<file path="src/rtl/mult_arb_pkg.sv">
// Shared types and sizing helpers for the multiplier arbiter and its round-robin picker.
package mult_arb_pkg;

    localparam int DEF_NREQ    = 4;
    localparam int DEF_WIDTH   = 16;
    localparam int DEF_TIMEOUT = 64;

    typedef enum logic [2:0] {
        ST_IDLE,
        ST_ISSUE,
        ST_WAIT,
        ST_CAPTURE,
        ST_RESP
    } arb_state_e;

    // Timeout counter width; kept at least one bit so TIMEOUT = 1 still elaborates.
    function automatic int cnt_width(input int timeout);
        return (timeout > 1) ? $clog2(timeout) : 1;
    endfunction

    function automatic int idx_width(input int n);
        return (n > 1) ? $clog2(n) : 1;
    endfunction

endpackage

</file>
<file path="src/rtl/mult_arbiter_rr.sv">
// Combinational round-robin pick: first valid requester after last_grant, wrapping modulo NREQ.
module rr_arbiter
    import mult_arb_pkg::*;
#(
    parameter  int NREQ = DEF_NREQ,
    localparam int IW   = idx_width(NREQ)
) (
    input  logic [NREQ-1:0] req,
    input  logic [IW-1:0]   last_grant,
    output logic [NREQ-1:0] grant,
    output logic [IW-1:0]   grant_idx,
    output logic            grant_any
);

    logic [IW-1:0] cand_idx;

    always_comb begin
        grant     = '0;
        grant_idx = '0;
        grant_any = 1'b0;
        cand_idx  = '0;
        // Offsets 1..NREQ visit last_grant itself last, so it only wins when alone.
        for (int off = 1; off <= NREQ; off++) begin
            cand_idx = IW'((int'(last_grant) + off) % NREQ);
            if (!grant_any && req[cand_idx]) begin
                grant_any       = 1'b1;
                grant_idx       = cand_idx;
                grant[cand_idx] = 1'b1;
            end
        end
    end

endmodule

</file>
<file path="src/rtl/mult_arbiter.sv">
// Shares one external sticky-done multiplier among NREQ requesters with round-robin grants
// and a bounded wait that reports a timeout as an error response.
module mult_arbiter
    import mult_arb_pkg::*;
#(
    parameter int NREQ    = DEF_NREQ,
    parameter int WIDTH   = DEF_WIDTH,
    parameter int TIMEOUT = DEF_TIMEOUT
) (
    input  logic                  clk,
    input  logic                  rst_n,
    input  logic [NREQ-1:0]       req_valid,
    input  logic [NREQ*WIDTH-1:0] req_a,
    input  logic [NREQ*WIDTH-1:0] req_b,
    output logic [NREQ-1:0]       req_ready,
    output logic [NREQ-1:0]       rsp_valid,
    input  logic [NREQ-1:0]       rsp_ready,
    output logic [2*WIDTH-1:0]    rsp_product,
    output logic                  rsp_err,
    output logic                  mul_start,
    output logic                  mul_flush,
    output logic [WIDTH-1:0]      mul_a,
    output logic [WIDTH-1:0]      mul_b,
    input  logic                  mul_done,
    input  logic [2*WIDTH-1:0]    mul_product,
    output logic                  busy
);

    localparam int IW = idx_width(NREQ);
    localparam int CW = cnt_width(TIMEOUT);
    localparam logic [CW-1:0] CNT_LAST = CW'(TIMEOUT - 1);

    arb_state_e         state_q, state_d;
    logic [IW-1:0]      grant_idx_q, grant_idx_d;
    logic [IW-1:0]      last_grant_q, last_grant_d;
    logic [CW-1:0]      cnt_q, cnt_d;
    logic               err_q, err_d;
    logic [WIDTH-1:0]   mul_a_q, mul_a_d;
    logic [WIDTH-1:0]   mul_b_q, mul_b_d;
    logic [2*WIDTH-1:0] rsp_product_q, rsp_product_d;

    logic [WIDTH-1:0]   a_arr [NREQ];
    logic [WIDTH-1:0]   b_arr [NREQ];
    logic [NREQ-1:0]    arb_grant;
    logic [IW-1:0]      arb_idx;
    logic               arb_any;

    genvar gi;
    generate
        for (gi = 0; gi < NREQ; gi++) begin : g_unpack
            assign a_arr[gi] = req_a[gi*WIDTH +: WIDTH];
            assign b_arr[gi] = req_b[gi*WIDTH +: WIDTH];
        end
    endgenerate

    rr_arbiter #(
        .NREQ(NREQ)
    ) u_rr (
        .req       (req_valid),
        .last_grant(last_grant_q),
        .grant     (arb_grant),
        .grant_idx (arb_idx),
        .grant_any (arb_any)
    );

    always_ff @(posedge clk or negedge rst_n) begin
        if (!rst_n) begin
            state_q <= ST_IDLE;
        end else begin
            state_q <= state_d;
        end
    end

    always_comb begin
        state_d = state_q;
        case (state_q)
            ST_IDLE:    if (arb_any) state_d = ST_ISSUE;
            ST_ISSUE:   state_d = ST_WAIT;
            ST_WAIT:    if (mul_done || cnt_q == CNT_LAST) state_d = ST_CAPTURE;
            ST_CAPTURE: state_d = ST_RESP;
            ST_RESP:    if (rsp_ready[grant_idx_q]) state_d = ST_IDLE;
            default:    state_d = ST_IDLE;
        endcase
    end

    always_comb begin
        grant_idx_d   = grant_idx_q;
        last_grant_d  = last_grant_q;
        cnt_d         = cnt_q;
        err_d         = err_q;
        mul_a_d       = mul_a_q;
        mul_b_d       = mul_b_q;
        rsp_product_d = rsp_product_q;
        case (state_q)
            ST_IDLE: begin
                if (arb_any) begin
                    grant_idx_d = arb_idx;
                    mul_a_d     = a_arr[arb_idx];
                    mul_b_d     = b_arr[arb_idx];
                end
            end
            ST_ISSUE: begin
                cnt_d = '0;
                err_d = 1'b0;
            end
            ST_WAIT: begin
                if (!mul_done) begin
                    if (cnt_q == CNT_LAST) begin
                        err_d = 1'b1;
                    end else begin
                        cnt_d = cnt_q + CW'(1);
                    end
                end
            end
            ST_CAPTURE: rsp_product_d = err_q ? '0 : mul_product;
            ST_RESP: begin
                if (rsp_ready[grant_idx_q]) begin
                    last_grant_d = grant_idx_q;
                    err_d        = 1'b0;
                end
            end
            default: ;
        endcase
    end

    always_ff @(posedge clk or negedge rst_n) begin
        if (!rst_n) begin
            grant_idx_q   <= '0;
            last_grant_q  <= IW'(NREQ - 1);
            cnt_q         <= '0;
            err_q         <= 1'b0;
            mul_a_q       <= '0;
            mul_b_q       <= '0;
            rsp_product_q <= '0;
        end else begin
            grant_idx_q   <= grant_idx_d;
            last_grant_q  <= last_grant_d;
            cnt_q         <= cnt_d;
            err_q         <= err_d;
            mul_a_q       <= mul_a_d;
            mul_b_q       <= mul_b_d;
            rsp_product_q <= rsp_product_d;
        end
    end

    // Handshake outputs are decoded from state only, so reset forces them all low.
    always_comb begin
        req_ready = '0;
        rsp_valid = '0;
        mul_start = 1'b0;
        mul_flush = 1'b0;
        rsp_err   = 1'b0;
        case (state_q)
            ST_ISSUE: begin
                req_ready[grant_idx_q] = 1'b1;
                mul_start              = 1'b1;
            end
            ST_CAPTURE: mul_flush = 1'b1;
            ST_RESP: begin
                rsp_valid[grant_idx_q] = 1'b1;
                rsp_err                = err_q;
            end
            default: ;
        endcase
    end

    assign busy        = (state_q != ST_IDLE);
    assign mul_a       = mul_a_q;
    assign mul_b       = mul_b_q;
    assign rsp_product = rsp_product_q;

endmodule

</file>
<file path="config.mk">
export PLATFORM = sky130hd
export DESIGN_NAME = mult_arbiter
export DESIGN_NICKNAME = d
export VERILOG_FILES = /design/src/rtl/mult_arb_pkg.sv /design/src/rtl/mult_arbiter_rr.sv /design/src/rtl/mult_arbiter.sv
export SDC_FILE = /design/constraint.sdc
export NUM_CORES = 1
export LEC_CHECK = 0
export ABC_AREA = 0
export BUFFER_PORTS_ARGS = -buffer_cell sky130_fd_sc_hd__buf_2
export CAP_MARGIN = 20
export CORE_MARGIN = 5
export CORE_UTILIZATION = 46
export DETAILED_ROUTE_END_ITERATION = 6
export PLACE_DENSITY = 0.89
export SLEW_MARGIN = 10
export SYNTH_ARGS = -nofsm -noshare
export SYNTH_HDL_FRONTEND = slang
export SYNTH_SLANG_ARGS = --single-unit
export TNS_END_PERCENT = 1
</file>
<file path="constraint.sdc">
create_clock -name clk -period 2.3 [get_ports clk]
set_input_delay 0.46 -clock clk [delete_from_list [all_inputs] [get_ports clk]]
set_output_delay 0.46 -clock clk [all_outputs]
set_load 0.02 [all_outputs]
</file>
# --- Yosys cells after proc, flatten, opt, wreduce, memory -nomap -nowiden ---
# Index checks and enable logic that the tools add are counted.
# W data, S select, Z words.
classes:
  n_mul: 0
  n_lt_le_gt_ge: 7
  n_div: 0
  mux: 43
  shifts: 0
  n_bitwise: 1
  n_eq_ne: 11
  n_reduce_logical: 17
  add_sub_neg: 5
op_table:
  columns: ["op", "count"]
  rows:
  - ["$bmux W16 S2", 2]
  - ["$mux W16", 4]
  - ["$mux W32", 1]
  - ["$mux W1", 16]
  - ["$lt A2 B3 Y1 const B", 5]
  - ["$pmux W3 S5", 1]
  - ["$mux W6", 2]
  - ["$ne A2 B2 Y1 const B", 6]
  - ["$pmux W6 S2", 1]
  - ["$bmux W1 S2", 5]
  - ["$mux W3", 3]
  - ["$mux W2", 4]
  - ["$mux W4", 2]
  - ["$add A6 B1 Y6 const B", 1]
  - ["$eq A3 B2 Y1 const B", 2]
  - ["$eq A6 B6 Y1 const B", 1]
  - ["$reduce_and A3 Y1", 2]
  - ["$reduce_bool A3 Y1", 2]
  - ["$add A2 B1 Y2 const B", 2]
  - ["$add A2 B2 Y2 const B", 2]
  - ["$logic_and A1 B1 Y1", 4]
  - ["$reduce_and A2 Y1", 2]
  - ["$reduce_and A4 Y1", 1]
  - ["$eq A3 B1 Y1 const B", 1]
  - ["other kinds (10)", 12]
totals:
  mem_count: 0
  romBits: 0
  out_inout_bits: 76
  inputBits: 171
  reg_bits: 78
  ram_bits: 0
  wordCells: 92
  latch_bits: 0

# --- Depth between registers and ports, before layout ---
# Gate-level depths: netlist (run 1).
depth:
  word_depth: 17
  depth_mapped: 7
  mapped_depth_nobuf: 6

# --- Modules after synthesis ---
# From an unflattened synthesis (run 1), not the netlist that was laid out.
hier_totals:
  cells_unflattened: 416
  hier_area_um2: 4872.2
by_module_without_submodules:
  columns: ["mod", "area_per_inst_um2", "instances", "cells_per_inst"]
  rows:
  - ["mult_arbiter", 4242.8, 1, 330]
  - ["rr_arbiter", 629.4, 1, 86]

# --- Worst setup path before layout (run 1) ---
# No wires, ideal clock.
synth_path:
  path_kind: "reg2out"
  start: "register state_q[2]"
  end: "output port rsp_valid[0]"
  n_path_buf: 1
  t_required_ps: 1840
  arrival_time_ps: 1413
  path_slack_ps: 427
  stages_incl_launch_ff: 5
  path_cell_list: "dfrtp_1 > clkbuf_1 > nor2b_1 > nand2b_1 > nor3_1"
synth_via:
  elab_chain_len: 2
synth_rtl:
  columns: ["item", "line", "rtl"]
  rows:
  - ["from (decl)", "mult_arbiter.sv:33", "arb_state_e state_q, state_d;"]
  - ["from (signal assigned)", "mult_arbiter.sv:70", "state_q <= state_d;"]
  - ["$eq A3 B3 Y1", "mult_arbiter.sv:153", "case (state_q)"]
  - ["$mux W4", "mult_arbiter.sv:153", null]
  - ["to (decl)", "mult_arbiter.sv:16", "output logic [NREQ-1:0] rsp_valid,"]
# No other way between the ends.

# --- Final worst setup path (run 1) ---
layout_path:
  start: "register last_grant_q[0]"
  end: "register mul_a_q[13] (netlist: mul_a[13])"
layout_via:
  elab_chain_len: 17
layout_rtl:
  columns: ["item", "line", "rtl"]
  rows:
  - ["from (decl)", "mult_arbiter.sv:35", "logic [IW-1:0] last_grant_q, last_grant_d;"]
  - ["from (signal assigned)", "mult_arbiter.sv:129", "last_grant_q <= IW'(NREQ - 1);"]
  - ["from (signal assigned)", "mult_arbiter.sv:137", "last_grant_q <= last_grant_d;"]
  - ["$add A2 B1 Y2", "mult_arbiter_rr.sv:24", "cand_idx = IW'((int'(last_grant) + off) % NREQ);"]
  - ["$bmux W1 S2", "mult_arbiter_rr.sv:25", "if (!grant_any && req[cand_idx]) begin"]
  - ["$mux W1 (implied by the code)", "mult_arbiter_rr.sv:25", null]
  - ["$mux W1", "mult_arbiter_rr.sv:25", null]
  - ["$logic_not A1 Y1", "mult_arbiter_rr.sv:25", null]
  - ["$logic_and A1 B1 Y1", "mult_arbiter_rr.sv:25", null]
  - ["$mux W1", "mult_arbiter_rr.sv:25", null]
  - ["$logic_not A1 Y1", "mult_arbiter_rr.sv:25", null]
  - ["$logic_and A1 B1 Y1", "mult_arbiter_rr.sv:25", null]
  - ["$mux W1", "mult_arbiter_rr.sv:25", null]
  - ["$logic_not A1 Y1", "mult_arbiter_rr.sv:25", null]
  - ["$logic_and A1 B1 Y1", "mult_arbiter_rr.sv:25", null]
  - ["$mux W2", "mult_arbiter_rr.sv:25", null]
  - ["$not A2 Y3 (implied by the code)", "mult_arbiter.sv:98", "mul_a_d = a_arr[arb_idx];"]
  - ["$bmux W16 S2", "mult_arbiter.sv:98", null]
  - ["$mux W16 (implied by the code) (2 in series)", "mult_arbiter.sv:98", null]
  - ["to (signal assigned)", "mult_arbiter.sv:140", "mul_a_q <= mul_a_d;"]
  - ["to (decl)", "mult_arbiter.sv:38", "logic [WIDTH-1:0] mul_a_q, mul_a_d;"]
# Parallel ways exist; a longest one is shown, timed or not. The select of a mux whose other input is x is not followed.
# A chain may end at the register's enable or synchronous reset.

==> results.json, run 1 <==
{
  "first_global_vias": 4978,
  "cp.depth": 6,
  "power_mw": 8.19,
  "setup_viol": 0,
  "fin_skew_ns": 0.00672,
  "status": "completed",
  "clock_latency_ns": 0.34,
  "required_ns": 2.56,
  "cts_buffers": 9,
  "synth_area_per_cell_um2": 9.29,
  "ys_seq_area_share_pct": 41.6,
  "syn2layout_area_growth_pct": 34.9,
  "cts_root_buf": "clkbuf_8",
  "die_w_um": 111,
  "ant_nets": 0,
  "grt_max_degree": 65,
  "ys_ff_latch": 78,
  "yosysWarnings": 0,
  "critPathCaptureType": "flip-flop",
  "drive_above_1_share_pct": 43.8,
  "grt-ovfl-total": 0,
  "hold_viol": 0,
  "rr_worst_depth": 6,
  "syn-cell-area_um2": 4690,
  "crit_end": "mul_a[13]",
  "cp-start-kind": "flip-flop",
  "clockBufferDepth": 2,
  "holdBufCountCts": 0,
  "fin_crit_ns": 2.14,
  "synth_edf_count": 0,
  "core-area_um2": 9860,
  "busiest_layer": "met2",
  "worst_pin_slew_ns": 0.916,
  "grtUsageTotal_pct": 24.5,
  "r2r_start": "last_grant_q[0]",
  "fmaxAchievable_mhz": 468,
  "worstHoldPathType": "in2async",
  "peakVddDrop_mv": 0.733,
  "cp_data_arrival_time_ns": 2.40,
  "wl_per_cell_um": 17.5,
  "fillers": 801,
  "drc": 0,
  "maxSlewViolCount": 0,
  "use_met3_pct": 6.11,
  "grt_pass1_wl_mm": 24.8,
  "crit_buf_inv": 1,
  "row_count": 36,
  "syn_inst": 505,
  "use_met1_pct": 29.0,
  "async_flop_share_pct": 100,
  "viasPerCell": 5.62,
  "vias": 4930,
  "pwr_density_cell_nw_per_um2": 1290,
  "relSlewSlack_pct": 39.0,
  "drtIter0Drc": 370,
  "p_leak_nw": 3.32,
  "routed_wl_mm": 15.4,
  "maxCapViolCount": 0,
  "finish.utilization_pct": 64.2,
  "path_cells": "nand2b_1 > buf_4 > a21o_1 > and4_1 > o21ai_0 > o211ai_2",
  "die_area_um2": 12300,
  "crit_family": "compound AO/OA/AOI/OAI gates",
  "reg2reg_slack_ns": 0.16,
  "post_cts_buffers": 0,
  "rsz0062_at_grt": "false",
  "ios": 247,
  "rr_endpoint": "mul_a[13]",
  "ys.flop_type": "dfrtp_1",
  "cpPeakStageDelay_ns": 0.71,
  "fp.dieH_um": 111,
  "cts_tree": "built",
  "gp_congestion": 0.872,
  "clock-sinks": 78,
  "cp-startpoint": "last_grant_q[0]",
  "fin_nets": 911,
  "post_cts_resized": 0,
  "hpwlAfterDp_mm": 11.6,
  "antenna_found_initial": 0,
  "port_buffers": 246,
  "crit_path_max_fanout": 32,
  "cts.clk_slew.worst_paths_ns": 0.08,
  "post-route-period-util_pct": 93.0,
  "start_util_pct": 47.6,
  "synth_nets": 677,
  "worstSetupPathType": "reg2reg",
  "grt_use_met2_pct": 42.4,
  "whs_ns": 0.0935,
  "yosysUniqueCellTypes": 41,
  "crit_slowest_cell": "a21o_1",
  "first_pass_iters": 5,
  "cts_htree_levels": 3
}
[state kept, by name, summed over array words and instances, names as in the netlist]
name / count
last_grant_q: 2
rsp_product: 32
mul_a: 16
grant_idx_q: 2
cnt_q: 6
state_q: 3
mul_b: 16
err_q: 1
[kinds of logic (layout without fill, tap and decap cells)]
kind of cell             after synthesis  count (layout)  share of synthesized area, %
flip-flops                            78              78                          41.6
multiplexers                          38              38                          8.42
adder cells (fa/ha/maj)                1               1                         0.267
XOR/XNOR                               3               3                         0.560
other                                  0               1                             0
AO/OA/AOI/OAI                        150             150                          23.9
AND/OR/NAND/NOR                      185             185                          20.4
buffers and inverters                 50             289                          4.88
[synth_stat cells (all sizes together) (2+ instances only)]
master / n / share of area, %
and4: 33 / 6.2
nor2: 18 / 1.4
nor3: 4 / 0.67
o211ai: 32 / 8.2
o31a: 33 / 6.2
dfstp: 2 / 1.1
o21a: 2 / 0.32
nor2b: 6 / 0.96
nand2: 105 / 8.4
nand2b: 9 / 1.2
a21oi: 6 / 0.72
clkbuf: 37 / 3.0
inv: 3 / 0.24
nand3: 2 / 0.21
dfrtp: 76 / 41
mux2i: 35 / 7.5
buf: 10 / 1.7
o21ai: 73 / 7.8
mux2: 2 / 0.48
a21o: 2 / 0.32
xnor2: 2 / 0.37
[worst reg2reg max path, stage by stage (launching register included)]
cell,delay [ns]
dfstp_2,0.56
nand2b_1,0.13
buf_4,0.13
a21o_1,0.71
and4_1,0.30
o21ai_0,0.11
o211ai_2,0.11
[report_power, final]
group | internal (mW) | switching, mW | total, mW
clock | 0.531 | 0.495 | 1.03
combinational | 1.84 | 2.91 | 4.75
sequential | 2.03 | 0.379 | 2.41
[cell usage in the layout (no fill, tap or decap), types with 3 or more instances in the layout]
cell type | netlist | routed
a21oi_1 | 5 | 4
o211ai_2 | 29 | 29
o21ai_1 | 15 | 15
nand2_1 | 105 | 105
o21ai_0 | 58 | 56
and4_1 | 33 | 33
nor2b_1 | 5 | 5
buf_2 | 3 | 245
buf_12 | 0 | 4
nand2b_1 | 9 | 9
buf_4 | 4 | 20
o31a_1 | 33 | 33
dfrtp_1 | 76 | 76
nor3_1 | 3 | 3
nor2_1 | 18 | 18
inv_1 | 3 | 3
mux2i_1 | 35 | 35
clkbuf_8 | 0 | 10
o211ai_1 | 3 | 3
[area by class of cell]
cell class                      instances  area [µm²]  share of cell area, %
Sequential cell                        78        1950                   30.9
Antenna cell                            1        2.50                 0.0395
Timing Repair Buffer                  270        1470                   23.2
Tap cell                              133         166                   2.63
Multi-Input combinational cell        377        2530                   39.9
Clock inverter                          5        58.8                  0.929
Inverter                                3        11.3                  0.178
Clock buffer                           11         141                   2.23
[metal layers]
metal / up-vias / part of all wire [%] / wire length, µm
met2: 266 / 50 / 7740
met4: 0 / 2.1 / 325
met3: 32 / 8.7 / 1340
met5: - / 0 / 0
li1: 2300 / - / -
met1: 2332 / 39 / 5960
[stage by stage]
step           cells  cell area (µm²)  TNS (ns)  setup WS [ns]
3_5_place_dp     861             6130         0         0.0370
3_3_place_gp     860             6120     -7.13         -0.274
6_report         878             6330         0          0.162
5_1_grt          877             6330         0        0.00169
2_1_floorplan    505             4690         0          0.427
4_1_cts          877             6330         0          0.160
[worst min path at each step]
stage	startpoint	end	cells after the start
global placement	rst_n	rsp_product[22]	1
global route	rst_n	rsp_product[22]	1
detailed placement	rsp_product[31]	rsp_product[31]	2
floorplan	rst_n	cnt_q[0]	0
finish	rst_n	rsp_product[0]	1
CTS	rst_n	mul_a[11]	1
Power figures use the tool's default switching activity.
==> run 2, diff against run 1 <==
--- a/config.mk
+++ b/config.mk
@@ -6,7 +6,7 @@
 export NUM_CORES = 1
 export LEC_CHECK = 0
 export ABC_AREA = 0
-export BUFFER_PORTS_ARGS = -buffer_cell sky130_fd_sc_hd__buf_2
+export BUFFER_PORTS_ARGS = -buffer_cell sky130_fd_sc_hd__buf_4
 export CAP_MARGIN = 20
 export CORE_MARGIN = 5
 export CORE_UTILIZATION = 46
==> run 2 against run 1 <==
Net effect:
- via count fell by 0.97%
- largest power group unchanged
- wire length rose by 2.3%
- sequential cell count did not move
- total power rose by 3.7%
- critical path type unchanged
==> results.json, run 2 (synthesis results as in run 1) <==
{
  "post_cts_resized": 0,
  "post_cts_buffers": 0,
  "final_common_cell": "buf_4",
  "clockBufferDepth": 2,
  "fin_skew_ns": 0.0129,
  "cp_data_arrival_time_ns": 2.35,
  "cts_htree_levels": 3,
  "grt-ovfl-total": 0,
  "peakVddDrop_mv": 0.575,
  "reg2reg_slack_ns": 0.21,
  "routed_wl_mm": 15.7,
  "p_leak_nw": 3.46,
  "fmaxAchievable_mhz": 479,
  "ios": 247,
  "grtUsageTotal_pct": 25.2,
  "die_w_um": 111,
  "fillers": 733,
  "maxSlewViolCount": 0,
  "hold_viol": 0,
  "syn2layout_area_growth_pct": 46.2,
  "final_cell_mix": "buf_4 (256), nand2_1 (105), dfrtp_1 (76)",
  "rr_worst_depth": 5,
  "cts.clk_slew.worst_paths_ns": 0.09,
  "antenna_cells": 0,
  "cts_buffers": 9,
  "viasPerCell": 5.62,
  "worstSetupPathType": "reg2reg",
  "multi_input_area_um2": 2530,
  "setup_viol": 0,
  "port_buffers": 246,
  "pwr_density_cell_nw_per_um2": 1240,
  "start_util_pct": 47.6,
  "ant_nets": 0,
  "rr_endpoint": "mul_a[14]",
  "grt_pass1_wl_mm": 25.4,
  "status": "completed",
  "clock-sinks": 78,
  "finish.utilization_pct": 69.6,
  "largest_register_ffs": 32,
  "relSlewSlack_pct": 28.5,
  "cts_tree": "built",
  "r2r_start": "last_grant_q[0]",
  "die_area_um2": 12300,
  "whs_ns": 0.0537,
  "row_count": 36,
  "required_ns": 2.56,
  "maxCapViolCount": 0,
  "post-route-period-util_pct": 90.8,
  "first_pass_iters": 5,
  "regArea_um2": 1950,
  "clock_latency_ns": 0.35,
  "first_global_vias": 5070,
  "fin_nets": 902,
  "cp-start-kind": "flip-flop",
  "gp_congestion": 0.891,
  "holdBufCountCts": 0,
  "grt_max_degree": 66,
  "cts_root_buf": "clkbuf_8",
  "drc": 0,
  "vias": 4882,
  "crit_path_max_fanout": 32,
  "critPathCaptureType": "flip-flop",
  "antenna_found_initial": 0,
  "drive_above_1_share_pct": 43.3,
  "fp.dieH_um": 111,
  "fin_crit_ns": 2.09,
  "core-area_um2": 9860,
  "drtIter0Drc": 334,
  "rsz0062_at_grt": "false",
  "finalSetupTns_ns": 0,
  "worst_pin_slew_ns": 1.07,
  "hpwlAfterDp_mm": 11.9,
  "wl_per_cell_um": 18.1,
  "worstHoldPathType": "in2async"
}
## run 2: worst max path at each step
stage / depth (start not counted) / slack, ns / endpoint / start
after floorplan: 4 / 0.43 / rsp_valid[0] / state_q[2]
after global placement: 7 / 0.18 / mul_a[6] / req_valid[3]
after detailed placement: 6 / 0.14 / mul_a[13] / req_valid[1]
after CTS: 5 / 0.20 / req_ready[0] / state_q[0]
after global routing: 5 / 0.09 / mul_a[11] / last_grant_q[0]
final: 5 / 0.21 / mul_a[14] / last_grant_q[0]
## run 2: power by group
part	switching [mW]	internal (mW)
sequential	0.428	2.03
clock	0.526	0.425
combinational	2.87	2.20
## run 2: per-layer routing
metal | wire length (µm) | up-vias | GRT usage, %
li1 | - | 2276 | -
met1 | 5960 | 2298 | 29.9
met3 | 1400 | 35 | 5.51
met2 | 7960 | 273 | 44.0
met4 | 405 | 0 | 10.5
met5 | 0 | - | 0
## run 2: final cells by class
cell class | count | share of cell area, %
clock buffer | 10 | 2.01
timing repair buffer | 261 | 29.5
inverter | 3 | 0.164
tap | 133 | 2.42
multi-input combinational | 377 | 36.8
clock inverter | 6 | 0.620
sequential | 78 | 28.5
## run 2: per-stage QoR
step,cell area (µm²),worst slack (ns),power (mW),instances
6_report,6860,0.211,8.49,868
5_1_grt,6860,0.0863,9.06,868
4_1_cts,6860,0.203,8.56,868
3_5_place_dp,6680,0.139,7.59,852
2_1_floorplan,4690,0.427,5.63,505
3_3_place_gp,6680,0.183,7.37,852
## run 2: critical path, stage by stage, from the launching register on
cell      delay, ns
dfstp_2        0.58
nor2b_4        0.05
o21ai_2        0.83
and4_1         0.30
o21ai_0        0.11
o211ai_2       0.11
==> run 3, diff against run 2 <==
--- a/config.mk
+++ b/config.mk
@@ -11,7 +11,7 @@
 export CORE_MARGIN = 5
 export CORE_UTILIZATION = 46
 export DETAILED_ROUTE_END_ITERATION = 6
-export PLACE_DENSITY = 0.89
+export PLACE_DENSITY = 0.81
 export SLEW_MARGIN = 10
 export SYNTH_ARGS = -nofsm -noshare
 export SYNTH_HDL_FRONTEND = slang
==> run 3 against run 2 <==
Net effect:
- wire length grew 1.8%
- utilization rose by 1.3 points
- sequential cell count unchanged
- total power up 2.9%
- clock skew decreased by 0.0059 ns
- final cell count increased by 1.7%
- count of clock-buffer cells in the layout fell by 1
- cell area is 1.8% higher
- die area is the same
- non-clock buffer count is 15 higher
- worst hold slack better by 0.044 ns
- critical path depth is 1 higher
- highest routed layer unchanged
==> results.json, run 3 (synthesis results as in run 1) <==
{
  "crit_path_max_fanout": 26,
  "grt_max_degree": 66,
  "maxCapViolCount": 0,
  "first_global_vias": 5124,
  "rr_worst_depth": 6,
  "cts_tree": "built",
  "cts_htree_levels": 3,
  "reg2reg_slack_ns": 0.23,
  "largest_register_ffs": 32,
  "fin_crit_ns": 2.07,
  "setup_viol": 0,
  "drive_above_1_share_pct": 44.4,
  "drtIter0Drc": 272,
  "drc": 0,
  "critPathCaptureType": "flip-flop",
  "antenna_found_initial": 0,
  "ios": 247,
  "wl_per_cell_um": 18.1,
  "cts_root_buf": "clkbuf_8",
  "antenna_cells": 0,
  "cts.clk_slew.worst_paths_ns": 0.09,
  "grtUsageTotal_pct": 25.5,
  "port_buffers": 246,
  "finish.utilization_pct": 70.8,
  "clock-sinks": 78,
  "cts_buffers": 9,
  "fin_nets": 917,
  "worstSetupPathType": "reg2reg",
  "post_cts_buffers": 0,
  "final_common_cell": "buf_4",
  "fillers": 774,
  "status": "completed",
  "syn2layout_area_growth_pct": 48.9,
  "r2r_start": "last_grant_q[0]",
  "die_w_um": 111,
  "final_cell_mix": "buf_4 (274), nand2_1 (105), dfrtp_1 (76)",
  "pwr_density_cell_nw_per_um2": 1250,
  "clockBufferDepth": 2,
  "fin_skew_ns": 0.00701,
  "required_ns": 2.56,
  "core-area_um2": 9860,
  "vias": 4844,
  "clock_latency_ns": 0.34,
  "grt_pass1_wl_mm": 25.9,
  "rr_endpoint": "mul_a[9]",
  "worstHoldPathType": "in2async",
  "start_util_pct": 47.6,
  "fmaxAchievable_mhz": 483,
  "cp_data_arrival_time_ns": 2.33,
  "viasPerCell": 5.49,
  "ant_nets": 0,
  "gp_congestion": 0.906,
  "die_area_um2": 12300,
  "fp.dieH_um": 111,
  "grt-ovfl-total": 0,
  "row_count": 36,
  "peakVddDrop_mv": 0.541,
  "cp-start-kind": "flip-flop",
  "relSlewSlack_pct": 44.6,
  "rsz0062_at_grt": "false",
  "hold_viol": 0,
  "post-route-period-util_pct": 90.1,
  "hpwlAfterDp_mm": 12.4,
  "routed_wl_mm": 16.0,
  "p_leak_nw": 3.53,
  "holdBufCountCts": 0,
  "first_pass_iters": 5,
  "maxSlewViolCount": 0,
  "worst_pin_slew_ns": 0.831,
  "power_mw": 8.74
}
==> run 3: cell count changes in the layout (fill, tap and decap cells not counted) <==
| cell | change |
|---|---|
| buf_4 | +18 |
| buf_12 | -3 |
| bufinv_16 | +2 |
| a21oi_2 | -1 |
| a21oi_4 | +1 |
| clkbuf_8 | -1 |
| clkinv_2 | -1 |
| clkinv_4 | +1 |
| inv_6 | -1 |
==> run 3: power by group <==
part	internal (mW)	total, mW	switching, mW	leakage [nW]
registers	2.03	2.46	0.432	0.972
logic	2.25	5.15	2.90	2.45
clock network	0.615	1.13	0.515	0.106
total	4.90	8.74	3.85	3.53
==> run 3: layout make-up <==
cell class | count | area, µm² | area share [%]
Inverter | 3 | 11.3 | 0.161
Multi-Input combinational cell | 377 | 2540 | 36.3
Timing Repair Buffer | 276 | 2100 | 30.0
Clock buffer | 9 | 124 | 1.77
Tap cell | 133 | 166 | 2.38
Clock inverter | 7 | 97.6 | 1.40
Sequential cell | 78 | 1950 | 28.0
==> run 3: how the worst max path moves through the flow <==
stage | from | to | slack, ns | depth (start not counted)
finish | last_grant_q[0] | mul_a[9] | 0.23 | 6
global route | last_grant_q[0] | mul_a[0] | 0.02 | 6
CTS | last_grant_q[0] | mul_b[7] | 0.21 | 6
detailed placement | req_valid[3] | mul_b[7] | -0.20 | 7
global placement | req_valid[3] | mul_a[9] | -0.17 | 7
floorplan | state_q[2] | rsp_valid[0] | 0.43 | 4
==> run 3: through the flow <==
stage | worst slack (ns) | cells | instance area [µm²] | setup TNS [ns] | hold WS (ns)
finish | 0.228 | 883 | 6990 | 0 | 0.0981
global route | 0.0190 | 883 | 6990 | 0 | 0.127
CTS | 0.209 | 883 | 6990 | 0 | 0.0980
detailed placement | -0.198 | 867 | 6760 | -3.33 | 0.473
global placement | -0.174 | 867 | 6760 | -2.53 | 0.464
floorplan | 0.427 | 505 | 4690 | 0 | 0.164
==> run 3: what timing repair did <==
item	CTS	global route
setup endpoints to repair	23	0
resized for setup	1	0
endpoints found under the hold margin	0	0
==> run 3: critical path: stages, from the launching register on <==
cell and delay [ns]:
dfstp_2 0.57, nor2b_4 0.04, or3b_1 0.41, a21oi_4 0.54, buf_4 0.26, o21ai_0 0.09, o211ai_1 0.09
==> run 3: metal layers <==
layer	global-route usage, %	routed length, µm	vias up	share of wire, %
met5	0	0	-	0
met4	9.33	359	0	2.2
met3	6.22	1340	25	8.3
met2	42.6	7860	229	49
met1	32.1	6440	2283	40
li1	-	-	2307	-
